[config.mk]
export PLATFORM = sky130hd
export DESIGN_NAME = clock_period_meter_flat
export DESIGN_NICKNAME = d
export VERILOG_FILES = /design/src/rtl/clk_meas_pkg.sv /design/src/rtl/clock_period_meter_if.sv /design/src/rtl/sync_edge_detect.sv /design/src/rtl/clock_period_meter.sv /design/src/flat_wrapper.sv
export SDC_FILE = /design/constraint.sdc
export NUM_CORES = 1
export LEC_CHECK = 0
export CORE_MARGIN = 4
export CORE_UTILIZATION = 45
export CTS_BUF_LIST = sky130_fd_sc_hd__clkbuf_4
export DETAILED_ROUTE_END_ITERATION = 7
export PLACE_DENSITY = 0.67
export SKIP_LAST_GASP = 1
export SYNTH_ARGS = -nofsm -noshare
export SYNTH_HDL_FRONTEND = slang
export SYNTH_SLANG_ARGS = --single-unit
[constraint.sdc]
create_clock -name clk -period 11.7 [get_ports clk]
set_input_delay 1.755 -clock clk [delete_from_list [all_inputs] [get_ports clk]]
set_output_delay 1.755 -clock clk [all_outputs]
set_load 0.02 [all_outputs]
[src/rtl/clk_meas_pkg.sv]
// Shared definitions for the clock period meter and the game-tick divider.
package clk_meas_pkg;

  // Default counter width, reused by the divider instantiation.
  localparam int CNT_W_DEF = 28;

  // Measurement FSM state encoding.
  typedef enum logic [1:0] {
    IDLE    = 2'd0,
    ARM     = 2'd1,
    MEASURE = 2'd2
  } state_t;

endpackage

[src/rtl/clock_period_meter_if.sv]
// Control, waveform input and measurement results of the clock period meter.
interface clock_period_meter_if
  import clk_meas_pkg::*;
#(
  parameter int CNT_W = CNT_W_DEF
);

  logic             en;
  logic             sig_in;
  logic [CNT_W-1:0] period;
  logic [CNT_W-1:0] high_time;
  logic             valid;
  logic             timeout;
  logic             busy;

  // Driver side: enables the meter, supplies the waveform, reads results.
  modport master (
    output en,
    output sig_in,
    input  period,
    input  high_time,
    input  valid,
    input  timeout,
    input  busy
  );

  // Meter side.
  modport slave (
    input  en,
    input  sig_in,
    output period,
    output high_time,
    output valid,
    output timeout,
    output busy
  );

endinterface

[src/rtl/sync_edge_detect.sv]
// Multi-flop synchronizer for an asynchronous level input, followed by
// registered single-cycle rise/fall pulses on the synchronized level.
// Usable for any slow asynchronous input (buttons, external ticks).
module sync_edge_detect #(
  parameter int SYNC_STAGES = 2
) (
  input  logic clk,
  input  logic rst,
  input  logic d_in,
  output logic rise,
  output logic fall
);

  // Fewer than two flops is not a synchronizer; clamp silently.
  localparam int N = (SYNC_STAGES < 2) ? 2 : SYNC_STAGES;

  logic [N-1:0] sync_q, sync_d;
  logic         s_d_q, s_d_d;
  logic         rise_q, rise_d;
  logic         fall_q, fall_d;

  // Shift the input through the synchronizer and form edge pulses.
  always_comb begin
    sync_d = {sync_q[N-2:0], d_in};
    s_d_d  = sync_q[N-1];
    rise_d = sync_q[N-1] & ~s_d_q;
    fall_d = ~sync_q[N-1] & s_d_q;
  end

  // Synchronizer, delayed level and pulse registers.
  always_ff @(posedge clk or posedge rst) begin
    if (rst) begin
      sync_q <= '0;
      s_d_q  <= 1'b0;
      rise_q <= 1'b0;
      fall_q <= 1'b0;
    end else begin
      sync_q <= sync_d;
      s_d_q  <= s_d_d;
      rise_q <= rise_d;
      fall_q <= fall_d;
    end
  end

  assign rise = rise_q;
  assign fall = fall_q;

endmodule

[src/rtl/clock_period_meter.sv]
// Measures period and high time (in clk cycles) of a slow square wave,
// recovering the divider value that produced it. Flags a stalled input
// when no complete period arrives within TIMEOUT cycles.
module clock_period_meter
  import clk_meas_pkg::*;
#(
  parameter int          CNT_W       = CNT_W_DEF,
  parameter int          SYNC_STAGES = 2,
  parameter int unsigned TIMEOUT     = 2**CNT_W - 1
) (
  input  logic                 clk,
  input  logic                 rst,
  clock_period_meter_if.slave  bus
);

  localparam logic [CNT_W-1:0] TIMEOUT_C = CNT_W'(TIMEOUT);
  localparam logic [CNT_W-1:0] ONE_C     = CNT_W'(1);

  logic rise;
  logic fall;

  state_t           state_q, state_d;
  logic [CNT_W-1:0] cnt_q, cnt_d;
  logic [CNT_W-1:0] shadow_q, shadow_d;
  logic             seen_fall_q, seen_fall_d;
  logic [CNT_W-1:0] period_q, period_d;
  logic [CNT_W-1:0] high_time_q, high_time_d;
  logic             valid_q, valid_d;
  logic             timeout_q, timeout_d;

  sync_edge_detect #(
    .SYNC_STAGES (SYNC_STAGES)
  ) u_sync (
    .clk  (clk),
    .rst  (rst),
    .d_in (bus.sig_in),
    .rise (rise),
    .fall (fall)
  );

  // Next-state, counter and result logic for the measurement FSM.
  always_comb begin
    state_d     = state_q;
    cnt_d       = cnt_q;
    shadow_d    = shadow_q;
    seen_fall_d = seen_fall_q;
    period_d    = period_q;
    high_time_d = high_time_q;
    valid_d     = 1'b0;
    timeout_d   = timeout_q;

    if (!bus.en) begin
      state_d = IDLE;
    end else begin
      unique case (state_q)
        IDLE: begin
          state_d = ARM;
        end
        ARM: begin
          // Falls are ignored here: a period is only timed from a rise.
          if (rise) begin
            state_d     = MEASURE;
            cnt_d       = ONE_C;
            seen_fall_d = 1'b0;
          end
        end
        MEASURE: begin
          if (rise && seen_fall_q) begin
            period_d    = cnt_q;
            high_time_d = shadow_q;
            valid_d     = 1'b1;
            timeout_d   = 1'b0;
            cnt_d       = ONE_C;
            seen_fall_d = 1'b0;
          end else if (rise || (cnt_q == TIMEOUT_C)) begin
            // A rise without a preceding fall cannot come from a clean
            // synchronized waveform, so it is handled like a stall.
            timeout_d = 1'b1;
            state_d   = ARM;
          end else begin
            cnt_d = cnt_q + ONE_C;
            if (fall) begin
              shadow_d    = cnt_q;
              seen_fall_d = 1'b1;
            end
          end
        end
        default: begin
          state_d = IDLE;
        end
      endcase
    end
  end

  // State, counter and output registers.
  always_ff @(posedge clk or posedge rst) begin
    if (rst) begin
      state_q     <= IDLE;
      cnt_q       <= '0;
      shadow_q    <= '0;
      seen_fall_q <= 1'b0;
      period_q    <= '0;
      high_time_q <= '0;
      valid_q     <= 1'b0;
      timeout_q   <= 1'b0;
    end else begin
      state_q     <= state_d;
      cnt_q       <= cnt_d;
      shadow_q    <= shadow_d;
      seen_fall_q <= seen_fall_d;
      period_q    <= period_d;
      high_time_q <= high_time_d;
      valid_q     <= valid_d;
      timeout_q   <= timeout_d;
    end
  end

  assign bus.period    = period_q;
  assign bus.high_time = high_time_q;
  assign bus.valid     = valid_q;
  assign bus.timeout   = timeout_q;
  assign bus.busy      = (state_q != IDLE);

endmodule

[src/flat_wrapper.sv]
// flat-port wrapper written by rule: the top's interface ports become plain ports
module clock_period_meter_flat import clk_meas_pkg::*;
#(
  parameter int          CNT_W       = CNT_W_DEF,
  parameter int          SYNC_STAGES = 2,
  parameter int unsigned TIMEOUT     = 2**CNT_W - 1
)
  (clk, rst, bus_en, bus_sig_in, bus_period, bus_high_time, bus_valid, bus_timeout, bus_busy);
  clock_period_meter_if #(.CNT_W(CNT_W)) bus_i ();
  input  logic clk;
  input  logic rst;
  input wire logic [$bits(bus_i.en)-1:0] bus_en;
  input wire logic [$bits(bus_i.sig_in)-1:0] bus_sig_in;
  output wire logic [$bits(bus_i.period)-1:0] bus_period;
  output wire logic [$bits(bus_i.high_time)-1:0] bus_high_time;
  output wire logic [$bits(bus_i.valid)-1:0] bus_valid;
  output wire logic [$bits(bus_i.timeout)-1:0] bus_timeout;
  output wire logic [$bits(bus_i.busy)-1:0] bus_busy;
  assign bus_i.en = bus_en;
  assign bus_i.sig_in = bus_sig_in;
  assign bus_period = bus_i.period;
  assign bus_high_time = bus_i.high_time;
  assign bus_valid = bus_i.valid;
  assign bus_timeout = bus_i.timeout;
  assign bus_busy = bus_i.busy;
  clock_period_meter #(.CNT_W(CNT_W), .SYNC_STAGES(SYNC_STAGES), .TIMEOUT(TIMEOUT)) u_core (.clk(clk), .rst(rst), .bus(bus_i));
endmodule
# --- Word-level counts from Yosys, hierarchy flattened ---
# Cells that the tools add are included.
totals:
  ff_bits: 122
  wordCells: 59
  out_inout_bits: 59
  in_bits: 4
classes:
  n_reduce_logical: 12
  eq_ne: 9
  addsub: 1
  bitwise_logic: 6
  n_mux: 19
op_table:
  columns: ["op", "n"]
  rows:
  - ["two-way mux 28 bit", 3]
  - ["case mux 28 bit (2 select lines)", 1]
  - ["adder 28 x 1 -> 28 bit, second input constant", 1]
  - ["== test 28 bit, second input constant", 1]
  - ["AND reduction 5 bit", 2]
  - ["two-way mux 1 bit", 9]
  - ["inequality test 3 x 2 -> 1 bit, second input constant", 3]
  - ["AND reduction 3 bit", 3]
  - ["two-way mux 2 bit", 4]
  - ["inequality test 3 bit, second input constant", 2]
  - ["case mux 2 bit (3 select lines)", 1]
  - ["nonzero test 2 bit", 3]
  - ["NOT 1 bit", 4]
  - ["AND reduction 4 bit", 1]
  - ["AND 1 bit", 2]
  - ["== test 2 x 1 -> 1 bit, second input constant", 1]
  - ["== test 2 bit, second input constant", 1]
  - ["logical NOT 2 bit", 1]
  - ["inequality test 2 bit, second input constant", 1]
  - ["case mux 1 bit (2 select lines)", 1]
  - ["logical AND 1 bit", 1]
  - ["logical OR 1 bit", 1]

# --- Longest topological paths before layout ---
depth:
  ltp_word: 6
  ltp_mapped: 9

# --- Hierarchy ---
# From an unflattened synthesis, not the netlist that was laid out.
unflattened:
  hier_cells: 404
  hier_area_um2: 5258.8
by_module_without_submodules:
  columns: ["mod", "area_each_um2", "n_inst", "cells_each"]
  rows:
  - ["clock_period_meter", 5114.9, 1, 396]
  - ["sync_edge_detect", 143.9, 1, 8]

# --- Worst setup path before layout ---
# No wires, ideal clock.
synth_timing:
  kind: "input to register"
  start: "in bus_en"
  end: "reg u_core.cnt_q[25]"
  path_slack_ns: 8.598
  cell_stages: 5
  t_required_ns: 11.622
  arrival_time_ns: 3.024
  cell_sequence: "and4bb_2 nand2_1 or4_4 or4_1 a21oi_1"
synth_via:
  elab_chain_len: 1
synth_rtl:
  columns: ["element", "line", "source"]
  rows:
  - ["start: declaration", "flat_wrapper.sv:12", "input wire logic [$bits(bus_i.en)-1:0] bus_en;"]
  - ["AND reduction 4 bit (no line)", null, null]
  - ["end signal: assignment", "clock_period_meter.sv:108", "cnt_q <= cnt_d;"]
  - ["end: declaration", "clock_period_meter.sv:23", "logic [CNT_W-1:0] cnt_q, cnt_d;"]
# No other way between the ends.
# A chain may end at the register's enable or synchronous reset.

# --- Worst setup path after layout ---
layout_timing:
  start: "reg u_core.state_q[0]"
  end: "out bus_busy"
layout_via:
  elab_chain_len: 1
layout_rtl:
  columns: ["element", "line", "source"]
  rows:
  - ["start: declaration", "clock_period_meter.sv:22", "state_t state_q, state_d;"]
  - ["start signal: assignment", "clock_period_meter.sv:107", "state_q <= state_d;"]
  - ["nonzero test 2 bit", "clock_period_meter.sv:122", "assign bus.busy = (state_q != IDLE);"]
  - ["end: declaration", "flat_wrapper.sv:18", "output wire logic [$bits(bus_i.busy)-1:0] bus_busy;"]
# No other way between the ends.

==> results.yml <==
outcome:
  status: "finished, final reports clean"
detailed_routing:
  ant_nets: 0
  wire_per_inst_um: 14.8
  dr.first_iter.drc_count: 267
  drc: 0
  wl_um: 10700
  vias: 3796
  drt-pass1-iter-count: 4
  vias_per_cell: 5.24
worst_setup_path:
  cp_data_arrival_time_ns: 1.89
  worstPathRequired_ns: 9.95
  endpoint_kind: "primary output"
  critPathLaunchType: "flop"
  path_max_fanout: 4
  critPathKind: "reg -> out"
floorplanning:
  dieArea_um2: 13600
  rows: 39
  num_io_pins: 63
  dieHeight_um: 117
  coreArea_um2: 11500
  fp.dieW_um: 117
  initial_utilization: 0.462
timing:
  rsz0062_at_grt: "false"
  slew_headroom: 0.335
  worst_slew_pin_slew_ns: 0.991
  clock_skew_ns: 0.0140
  finalHoldViolations: 0
  fin_crit_sh: 0.312
  setup-violations-final: 0
  fmax_mhz: 274
  setup-tns-final_ns: 0
  fin_crit_ns: 3.65
  final_max_slew_viol_count: 0
yosys:
  synthTopCellsByCount: "183 x nand2_1, 122 x dfrtp_1, 21 x a21oi_1, 20 x mux2_4, 17 x o21ai_0"
  syn_area_per_cell_um2: 10.3
  synthMuxAreaShare: 0.0775
  synth_compound_area_frac: 0.0730
  synth_fa_ha_area_frac: 0.0118
  yosysWarningCount: 0
  syn-instance-count: 514
  synthArstFlopShare: 1.00
  ys_seq_area_frac: 0.576
  synth.area.top_cells: "dfrtp_1 58%, nand2_1 13%, mux2_4 5.7%"
  synth_xor_area_frac: 0.00331
  syn_area_um2: 5300
  synth_top_flop_cell: "dfrtp_1"
  yosysUniqueCellTypes: 49
  yosysTopAreaCell: "dfrtp_1"
  synth.most_common_cell: "nand2_1"
  synth_top_area_share: 0.576
  synthSimpleGateAreaFrac: 0.220
  synth_top_family_by_area: "simple AND/OR/NAND/NOR gates"
  ys_ff_latch: 122
  synth_edf_count: 0
  syn_nets: 523
cts:
  cts_buffer_depth: 2
  cts_setup_buffers: 0
  clkSlewWorstSetupHoldPaths_ns: 0.10
  cts_tree: "yes"
  h-tree-depth: 4
  cts_root_buf: "clkbuf_4"
  ctsResizeCount: 0
  ctsHoldBuffers: 0
  insertion_delay_ns: 0.51
  cts_inserted_buffers: 17
  cts_sinks: 122
pwr:
  power_frac_comb: 0.129
  p_sw_frac: 0.278
  ir_worst_vdd_mv: 0.0592
  switching_power_uw: 230
  power_frac_seq: 0.549
  p_per_area_nw_per_um2: 133
  intPower_uw: 599
  pwr-share-clk: 0.322
  power.leakage_nw: 2.98
grt:
  gr-usage-met2: 0.271
  grt_most_used_layer: "met2"
  antenna_found_initial: 0
  grt_usage: 0.175
  grt_max_degree: 70
  grt-ovfl-total: 0
  grtUsageMet1: 0.239
  grt_pass1_vias: 3869
  grtUsageMet3: 0.0378
  grt_pass1_wl_um: 18800
placement:
  portBuffers: 62
  finalWeightedCongestion: 0.858
  hpwl_um: 7030
cells_and_area:
  areaGrowthSynthToFinish_pct: 17.3
  antenna_cells: 0
  nNetsFinal: 580
  layout-drive-gt1-share: 0.119
  final_core_util: 0.542
hold_path:
  hp-class: "reg -> reg"
flow_run:
  cap_violations: 0
-- metrics by stage --
step	std cells	cell area, um^2	worst slack (ns)	hold slack [ns]	total power, mW
floorplan	514	5300	6.70	0.331	0.530
global placement	695	5970	7.92	0.336	0.567
detailed placement	695	5970	7.89	0.335	0.571
CTS	725	6210	8.01	0.360	0.839
global route	725	6210	7.94	0.384	0.873
finish	725	6210	8.05	0.357	0.828
-- worst max-delay path, stage by stage (launching register included) --
cell and delay [ns]:
dfrtp_1 0.42, inv_1 0.08, ha_1 0.23, inv_1 0.06, clkdlybuf4s50_1 0.60
-- layer usage --
layer	wire length, um	vias up
met3	389	12
met2	5080	70
met1	5070	1847
li1	-	1867
met4	164	0
met5	0	-
-- power by group through the flow --
stage	Combinational (mW)	Sequential, mW	Clock, mW
after floorplan	0.0670	0.463	0
after global placement	0.105	0.462	0
after detailed placement	0.108	0.463	0
after CTS	0.108	0.455	0.276
after global routing	0.121	0.458	0.295
final	0.107	0.455	0.266
-- placed cells by master, fill, tap and decap left out, drive strengths merged, types with 3 or more instances in the layout --
| cell | Yosys | routed |
|---|---|---|
| nand2 | 184 | 184 |
| dfrtp | 122 | 122 |
| clkdlybuf4s50 | 0 | 62 |
| mux2 | 28 | 28 |
| a21oi | 21 | 21 |
| clkbuf | 9 | 18 |
| o21ai | 17 | 17 |
| or3 | 12 | 12 |
| inv | 12 | 12 |
| nand3 | 10 | 10 |
| nand4 | 9 | 9 |
| or4 | 9 | 9 |
| clkinv | 0 | 8 |
| nor2 | 7 | 7 |
| and4 | 7 | 7 |
| and3 | 6 | 6 |
| o31ai | 6 | 6 |
| ha | 5 | 5 |
| nor2b | 3 | 3 |
| o211ai | 3 | 3 |
| buf | 18 | 3 |
| nor3 | 3 | 3 |
-- cell families after synthesis --
kind of cell	count (synthesis)
and+or+nand+nor	256
AOI/OAI and AO/OA	60
xor gates and xnor gates	2
adders and majority gates	5
DFF	122
buffers and inverters	39
muxes	30
-- registers in the layout, indices dropped and copies added (netlist names) --
signal                cells
u_core.bus.high_time     28
u_core.u_sync.sync_q      2
u_core.bus.timeout        1
u_core.state_q            2
u_core.u_sync.s_d_q       1
u_core.u_sync.fall        1
u_core.shadow_q          28
u_core.u_sync.rise        1
u_core.cnt_q             28
u_core.bus.valid          1
u_core.bus.period        28
u_core.seen_fall_q        1
-- path summary, 6_finish.rpt --
kind / to / cells after the start / start / slack, ns
setup / recovery: bus_busy / 4 / u_core.state_q[0] / 8.05
hold / removal: u_core.u_sync.sync_q[1] / 0 / u_core.u_sync.sync_q[0] / 0.36
setup reg to reg: u_core.shadow_q[21] / 5 / u_core.cnt_q[0] / 9.16
hold reg to reg: u_core.u_sync.sync_q[1] / 0 / u_core.u_sync.sync_q[0] / 0.36
max in group asynchronous: u_core.cnt_q[3] / 3 / rst / 8.68
min in group asynchronous: u_core.bus.high_time[19] / 2 / rst / 1.69
-- final cells by class --
type,instances,area [um^2]
fill,1042,5260
sequential,122,3050
multi-input combinational,353,2050
timing repair buffer,65,643
tap,143,179
clock buffer,18,135
clock inverter,12,109
inverter,12,47.5
Power figures use the tool's default switching activity.
